`src/rtl/dds_phase_gen.sv`:
```
// dds_phase_gen: programmable NCO phase source for the sincos CORDIC.
// A 32-bit phase accumulator advanced by a runtime tuning word, with a
// phase offset at the output and optional linear FTW sweep (chirp).
// The phase leaves as a valid/ready stream beat.
module dds_phase_gen #(
    parameter int ACC_W   = 32,
    parameter int PHASE_W = 16
) (
    input  logic               clk,
    input  logic               reset,
    input  logic               enable,
    input  logic               cfg_valid,
    output logic               cfg_ready,
    input  logic [1:0]         cfg_mode,
    input  logic [ACC_W-1:0]   cfg_ftw,
    input  logic [ACC_W-1:0]   cfg_ftw_end,
    input  logic [ACC_W-1:0]   cfg_ftw_step,
    input  logic [PHASE_W-1:0] cfg_poff,
    output logic               m_axis_phase_tvalid,
    input  logic               m_axis_phase_tready,
    output logic [PHASE_W-1:0] m_axis_phase_tdata,
    output logic               sweep_done,
    output logic               busy
);

    typedef enum logic {IDLE = 1'b0, RUN = 1'b1} state_t;

    localparam logic [1:0] MODE_ONCE   = 2'b01;
    localparam logic [1:0] MODE_REPEAT = 2'b10;

    state_t r_state;
    state_t w_state_next;

    // configuration registers
    logic [1:0]         r_mode;
    logic [ACC_W-1:0]   r_ftw_start;
    logic [ACC_W-1:0]   r_ftw_end;
    logic [ACC_W-1:0]   r_step;
    logic [PHASE_W-1:0] r_poff;

    // datapath registers
    logic [ACC_W-1:0]   r_acc;
    logic [ACC_W-1:0]   r_ftw_cur;
    logic               r_at_end;   // r_ftw_cur has been clamped to the sweep end
    logic               r_last;     // the beat on the output is the final sweep-once beat
    logic               r_tvalid;
    logic [PHASE_W-1:0] r_tdata;
    logic               r_sweep_done;

    logic               w_accept;
    logic               w_sweep;
    logic               w_finish;
    logic [ACC_W-1:0]   w_acc_next;
    logic [ACC_W:0]     w_ftw_sum;
    logic               w_sum_ge_end;

    // Output phase: top bits of the accumulator plus offset, wrapping mod 2^PHASE_W.
    function automatic logic [PHASE_W-1:0] f_phase(input logic [PHASE_W-1:0] top,
                                                   input logic [PHASE_W-1:0] poff);
        return top + poff;
    endfunction

    assign cfg_ready           = 1'b1;
    assign m_axis_phase_tvalid = r_tvalid;
    assign m_axis_phase_tdata  = r_tdata;
    assign sweep_done          = r_sweep_done;

    assign w_accept     = r_tvalid & m_axis_phase_tready;
    assign w_sweep      = (r_mode == MODE_ONCE) || (r_mode == MODE_REPEAT);
    assign w_acc_next   = r_acc + r_ftw_cur;
    // One extra bit so a sweep that would overflow still counts as reaching the end.
    assign w_ftw_sum    = {1'b0, r_ftw_cur} + {1'b0, r_step};
    assign w_sum_ge_end = (w_ftw_sum >= {1'b0, r_ftw_end});
    // Leave RUN after the final sweep-once beat is taken, or when enable drops
    // and no beat is left waiting on a stalled downstream.
    assign w_finish     = (r_state == RUN) &&
                          ((w_accept && r_last) ||
                           (!enable && !(r_tvalid && !m_axis_phase_tready)));

    // State register.
    always_ff @(posedge clk or posedge reset) begin
        if (reset) begin
            r_state <= IDLE;
        end else begin
            r_state <= w_state_next;
        end
    end

    // Next-state decode.
    always_comb begin
        w_state_next = r_state;
        case (r_state)
            IDLE:    if (enable)   w_state_next = RUN;
            RUN:     if (w_finish) w_state_next = IDLE;
            default: w_state_next = IDLE;
        endcase
    end

    // State-derived outputs.
    always_comb begin
        busy = (r_state == RUN);
    end

    // Accumulator, tuning word, sweep tracking, beat register and config capture.
    always_ff @(posedge clk or posedge reset) begin
        if (reset) begin
            r_mode       <= '0;
            r_ftw_start  <= '0;
            r_ftw_end    <= '0;
            r_step       <= '0;
            r_poff       <= '0;
            r_acc        <= '0;
            r_ftw_cur    <= '0;
            r_at_end     <= 1'b0;
            r_last       <= 1'b0;
            r_tvalid     <= 1'b0;
            r_tdata      <= '0;
            r_sweep_done <= 1'b0;
        end else begin
            r_sweep_done <= 1'b0;
            if (r_state == IDLE) begin
                if (enable) begin
                    r_acc    <= '0;
                    r_tvalid <= 1'b1;
                    r_tdata  <= r_poff;
                    r_at_end <= 1'b0;
                    r_last   <= 1'b0;
                end
            end else if (w_finish) begin
                r_tvalid     <= 1'b0;
                r_sweep_done <= w_accept & r_last;
                r_at_end     <= 1'b0;
                r_last       <= 1'b0;
            end else if (w_accept) begin
                r_acc   <= w_acc_next;
                r_tdata <= f_phase(w_acc_next[ACC_W-1 -: PHASE_W], r_poff);
                if (w_sweep) begin
                    if (r_at_end) begin
                        // This update ran at the end FTW.
                        if (r_mode == MODE_ONCE) begin
                            r_last <= 1'b1;
                        end else begin
                            r_ftw_cur <= r_ftw_start;
                            r_at_end  <= 1'b0;
                        end
                    end else if (w_sum_ge_end) begin
                        r_ftw_cur <= r_ftw_end;
                        r_at_end  <= 1'b1;
                    end else begin
                        r_ftw_cur <= w_ftw_sum[ACC_W-1:0];
                    end
                end
            end
            // Config wins over the sweep update; the beat above already used the old values.
            if (cfg_valid) begin
                r_mode      <= cfg_mode;
                r_ftw_start <= cfg_ftw;
                r_ftw_cur   <= cfg_ftw;
                r_ftw_end   <= cfg_ftw_end;
                r_step      <= cfg_ftw_step;
                r_poff      <= cfg_poff;
                r_at_end    <= 1'b0;
                r_last      <= 1'b0;
            end
        end
    end

endmodule

```
`config.mk`:
```
export PLATFORM = sky130hd
export DESIGN_NAME = dds_phase_gen
export DESIGN_NICKNAME = d
export VERILOG_FILES = /design/src/rtl/dds_phase_gen.sv
export SDC_FILE = /design/constraint.sdc
export NUM_CORES = 1
export LEC_CHECK = 0
export BUFFER_PORTS_ARGS = -buffer_cell sky130_fd_sc_hd__buf_2
export CORE_UTILIZATION = 50
export CTS_BUF_LIST = sky130_fd_sc_hd__clkbuf_16
export DETAILED_ROUTE_END_ITERATION = 12
export GPL_ROUTABILITY_DRIVEN = 0
export PLACE_DENSITY_LB_ADDON = 0.1
export RECOVER_POWER = 25
export SYNTH_ARGS = -nofsm -noshare
export SYNTH_HDL_FRONTEND = slang
export SYNTH_SLANG_ARGS = --single-unit
```
`constraint.sdc`:
```
create_clock -name clk -period 14.2 [get_ports clk]
set_clock_uncertainty 0.15 [all_clocks]
set_input_delay 2.13 -clock clk [delete_from_list [all_inputs] [get_ports clk]]
set_output_delay 2.13 -clock clk [all_outputs]
set_load 0.02 [all_outputs]
```
==> impl_metrics.csv <==
group,metric,value,unit
place,placement.cell_area,13510,um^2
global_route,grt_start_max_net_pins,131,
worst_setup_path,signal_arrival_time_at_the_worst_endpoint,6.60,ns
hold_path,min_from,"m_axis_phase_tdata[4]",
clocking,cts-htree-levels,4,
global_route,grt_pass1_wl,50890,um
yosys,post-synth-top-area-fraction,39.76,%
place,dp_wirelength,22600,um
worst_setup_path,r2r_end,"m_axis_phase_tdata[14]",
yosys,synthCells,1234,
routing,route.vias.total,9773,
clocking,clk_pin_slew,0.08,ns
finish,sequential_cell_area,4980,um^2
hold_path,hold_path_class,"register to register",
timing,fin_worst_hold_slack,0.3280,ns
flow_run,maxCapViolations,2,
pwr,leakage_power_summed_over_all_cells,0.006794,uW
worst_setup_path,cp-startpoint,"reset",
yosys,ys.warnings.count,0,
timing,grt_setup_unrepaired,"false",
routing,dr.first_iter.drc_count,596,
timing,fin_crit_sh,44.38,%
yosys,synth.largest_area_cell,"sky130_fd_sc_hd__dfrtp_1",
timing,setup_total_negative_slack,0,ns
hold_path,hold_depth,2,
worst_setup_path,timing.reg2reg.worst_path_depth,25,
worst_setup_path,critPathRequiredTime,14.50,ns
place,dp_cells,1656,
worst_setup_path,cp-end-kind,"asynchronous set/reset pin",
yosys,netlist_top_cells_area,"sky130_fd_sc_hd__dfrtp_1 40%, sky130_fd_sc_hd__ha_1 11%, sky130_fd_sc_hd__mux2_2 7.2%",
floorplanning,die_h,160.3,um
routing,drt_drc_violations_left,0,
floorplanning,core,24460,um^2
floorplanning,die_area,25680,um^2
global_route,overall_track_demand_over_capacity_in_global_routing,24.96,%
global_route,first_global_vias,9819,
clocking,cts_tree,"done",
timing,timing.final.hold_violations,0,
routing,average_routed_wire_per_standard_cell,18.40,um
global_route,grt_antenna_before_repair,0,
yosys,mappedNetlistNets,1467,
clocking,post_cts_resize_count,0,
finish,flow.area_growth_from_synthesis,12.26,%
timing,slew-limit-headroom,-284.9,%
floorplanning,start_util,51.19,%
yosys,synth_edf_count,0,
worst_setup_path,reg_to_reg_critical_path_startpoint,"r_ftw_cur[0]",
yosys,synth_top_flop_cell,"sky130_fd_sc_hd__dfrtp_1",
worst_setup_path,critical_path_start_type,"input port",
run_status,failed_checks,"max-capacitance violations, max-slew violations",
yosys,async_reset_ff_share,100.0,%
finish,final_nets,1584,
worst_setup_path,timing.setup.critical_path_class,"input port to asynchronous set/reset pin",
routing,detailedRoute.firstPassIterationCount,6,
pwr,power.density,239.3,nW/um^2
routing,route.final.wire_length,31060,um
worst_setup_path,worst-r2r-setup-slack,8.27,ns
floorplanning,dieWidth,160.3,um
place,port_buffers,137,
clocking,post_cts_buffers,0,
clocking,clock_sinks,199,
yosys,post_synth_instance_area,12520,um^2
finish,drive_gt1_share,20.38,%
routing,route.antenna.remaining_nets,0,
finish,post_layout_nonfiller_instances,1688,
yosys,postSynthAreaPerCell,10.15,um^2
worst_setup_path,crit_path_max_fanout,130,
yosys,yosys.cell_types.count,68,
finish,antenna_cells_inserted,0,
timing,setup_viol_count_final,0,
run_status,run_status,"complete, but fails checks",
pwr,vdd_ir_drop_max,0.1565,mV
routing,vias_per_cell,5.790,
timing,report.final.slew_viol_count,198,
clocking,source_to_sink_clock_delay_at_the_later_pin_of_the_worst_skew_pair,0.45,ns
clocking,cts_buffers,17,
timing,postLayoutSetupSlackWorst,7.898,ns
finish,multi_input_area,7116,um^2
hold_path,hold_end,"m_axis_phase_tdata[4]",
timing,f_max,158.7,MHz
clocking,clock_tree.root_cell,"sky130_fd_sc_hd__clkbuf_16",
timing,timing.final.crit_period,6.302,ns
finish,fillerInstances,2189,
floorplanning,top_level_port_count,139,
timing,worst-slew-pin-transition,5.742,ns
yosys,register_bit_total_from_synthesis,199,
global_route,globalRouteOverflowTotal,0,
floorplanning,num_rows,57,
place,pre_cts_slack,8.335,ns
clocking,clock_path_buffers,2,
clocking,cts_hold_repair.buffers,0,
yosys,synth.yosys.seq_area_share,39.76,%
finish,final_cell_area,14060,um^2
==> flip-flops by register name, indices dropped and copies added (netlist names) <==
signal and cells:
r_ftw_start 32, r_ftw_cur 32, busy 1, r_step 32, r_acc 32, r_mode 2, r_at_end 1, r_ftw_end 32
r_poff 16, m_axis_phase_tdata 16, sweep_done 1, r_last 1, m_axis_phase_tvalid 1
==> cell usage in the layout, fill, tap and decap left out, drive strengths merged, types with 15 or more instances in the layout <==
cell type,n
xor2,21
a22o,43
nor2,48
a211oi,15
dfrtp,199
a21oi,92
nand2,79
a222oi,16
a21o,49
xnor2,47
nor3,17
clkbuf,20
ha,111
inv,73
o21ai,114
buf,142
mux2,80
mux2i,35
==> worst max-delay path, cell delays in order <==
cell and delay [ns]:
sky130_fd_sc_hd__buf_2 0.10, sky130_fd_sc_hd__clkinvlp_2 3.16, sky130_fd_sc_hd__buf_4 1.07
==> per-stage QoR <==
stage                     total power, uW  util [%]
after floorplan                      2430         -
after global placement               2853     55.24
after detailed placement             2881     55.24
after CTS                            3371     57.54
after global routing                 3657     57.47
final                                3364     57.47
==> cell type report <==
class                           count  share of cell area (%)
Clock buffer                       17                   3.026
Clock inverter                     15                  0.9790
Inverter                           67                   1.798
Multi-Input combinational cell    921                   50.61
Sequential cell                   199                   35.42
Tap cell                          324                   2.884
Timing Repair Buffer              145                   5.278
==> per-layer routing <==
layer / up-vias / part of all wire, % / GRT usage (%)
met5: - / 0 / 0
met4: 0 / 0.62 / 4.978
met3: 16 / 4.0 / 4.052
met2: 188 / 47 / 41.07
met1: 4771 / 48 / 34.72
li1: 4798 / - / -
==> power by group <==
group	internal, uW	switching, uW
logic	907	1160
clock network	232	246
registers	697	125
total	1840	1530
==> worst max-delay path by stage <==
stage | to | slack [ns]
2_1_floorplan | busy | 6.49
3_3_place_gp | m_axis_phase_tdata[14] | 8.37
3_5_place_dp | m_axis_phase_tdata[14] | 8.33
4_1_cts | m_axis_phase_tdata[14] | 8.29
5_1_grt | r_ftw_cur[20] | 6.94
6_report | r_ftw_cur[19] | 7.90
==> logic make-up after synthesis <==
logic type / after synthesis / synth area share, %
AO/OA/AOI/OAI: 415 / 22.45
flip-flops: 199 / 39.76
buffers and inverters: 114 / 3.627
multiplexers: 115 / 9.991
XOR/XNOR: 68 / 4.756
adder cells (fa/ha/maj): 114 / 11.57
other: 1 / 0.02994
AND/OR/NAND/NOR: 208 / 7.813
==> Yosys cell counts (all sizes together), types with 4 or more instances <==
library cell	number
a211oi	15
a21o	49
a21oi	92
a221oi	7
a222oi	16
a22o	43
a31oi	9
a41oi	5
and2	6
and3	13
buf	8
clkbuf	39
dfrtp	199
ha	111
inv	66
mux2	80
mux2i	35
nand2	79
nand2b	5
nand3	7
nand3b	5
nand4	10
nor2	48
nor2b	7
nor3	17
o211ai	7
o21a	14
o21ai	114
o21bai	14
o22ai	4
o31ai	8
xnor2	47
xor2	21
No activity file was read; power rests on OpenSTA's default activity.
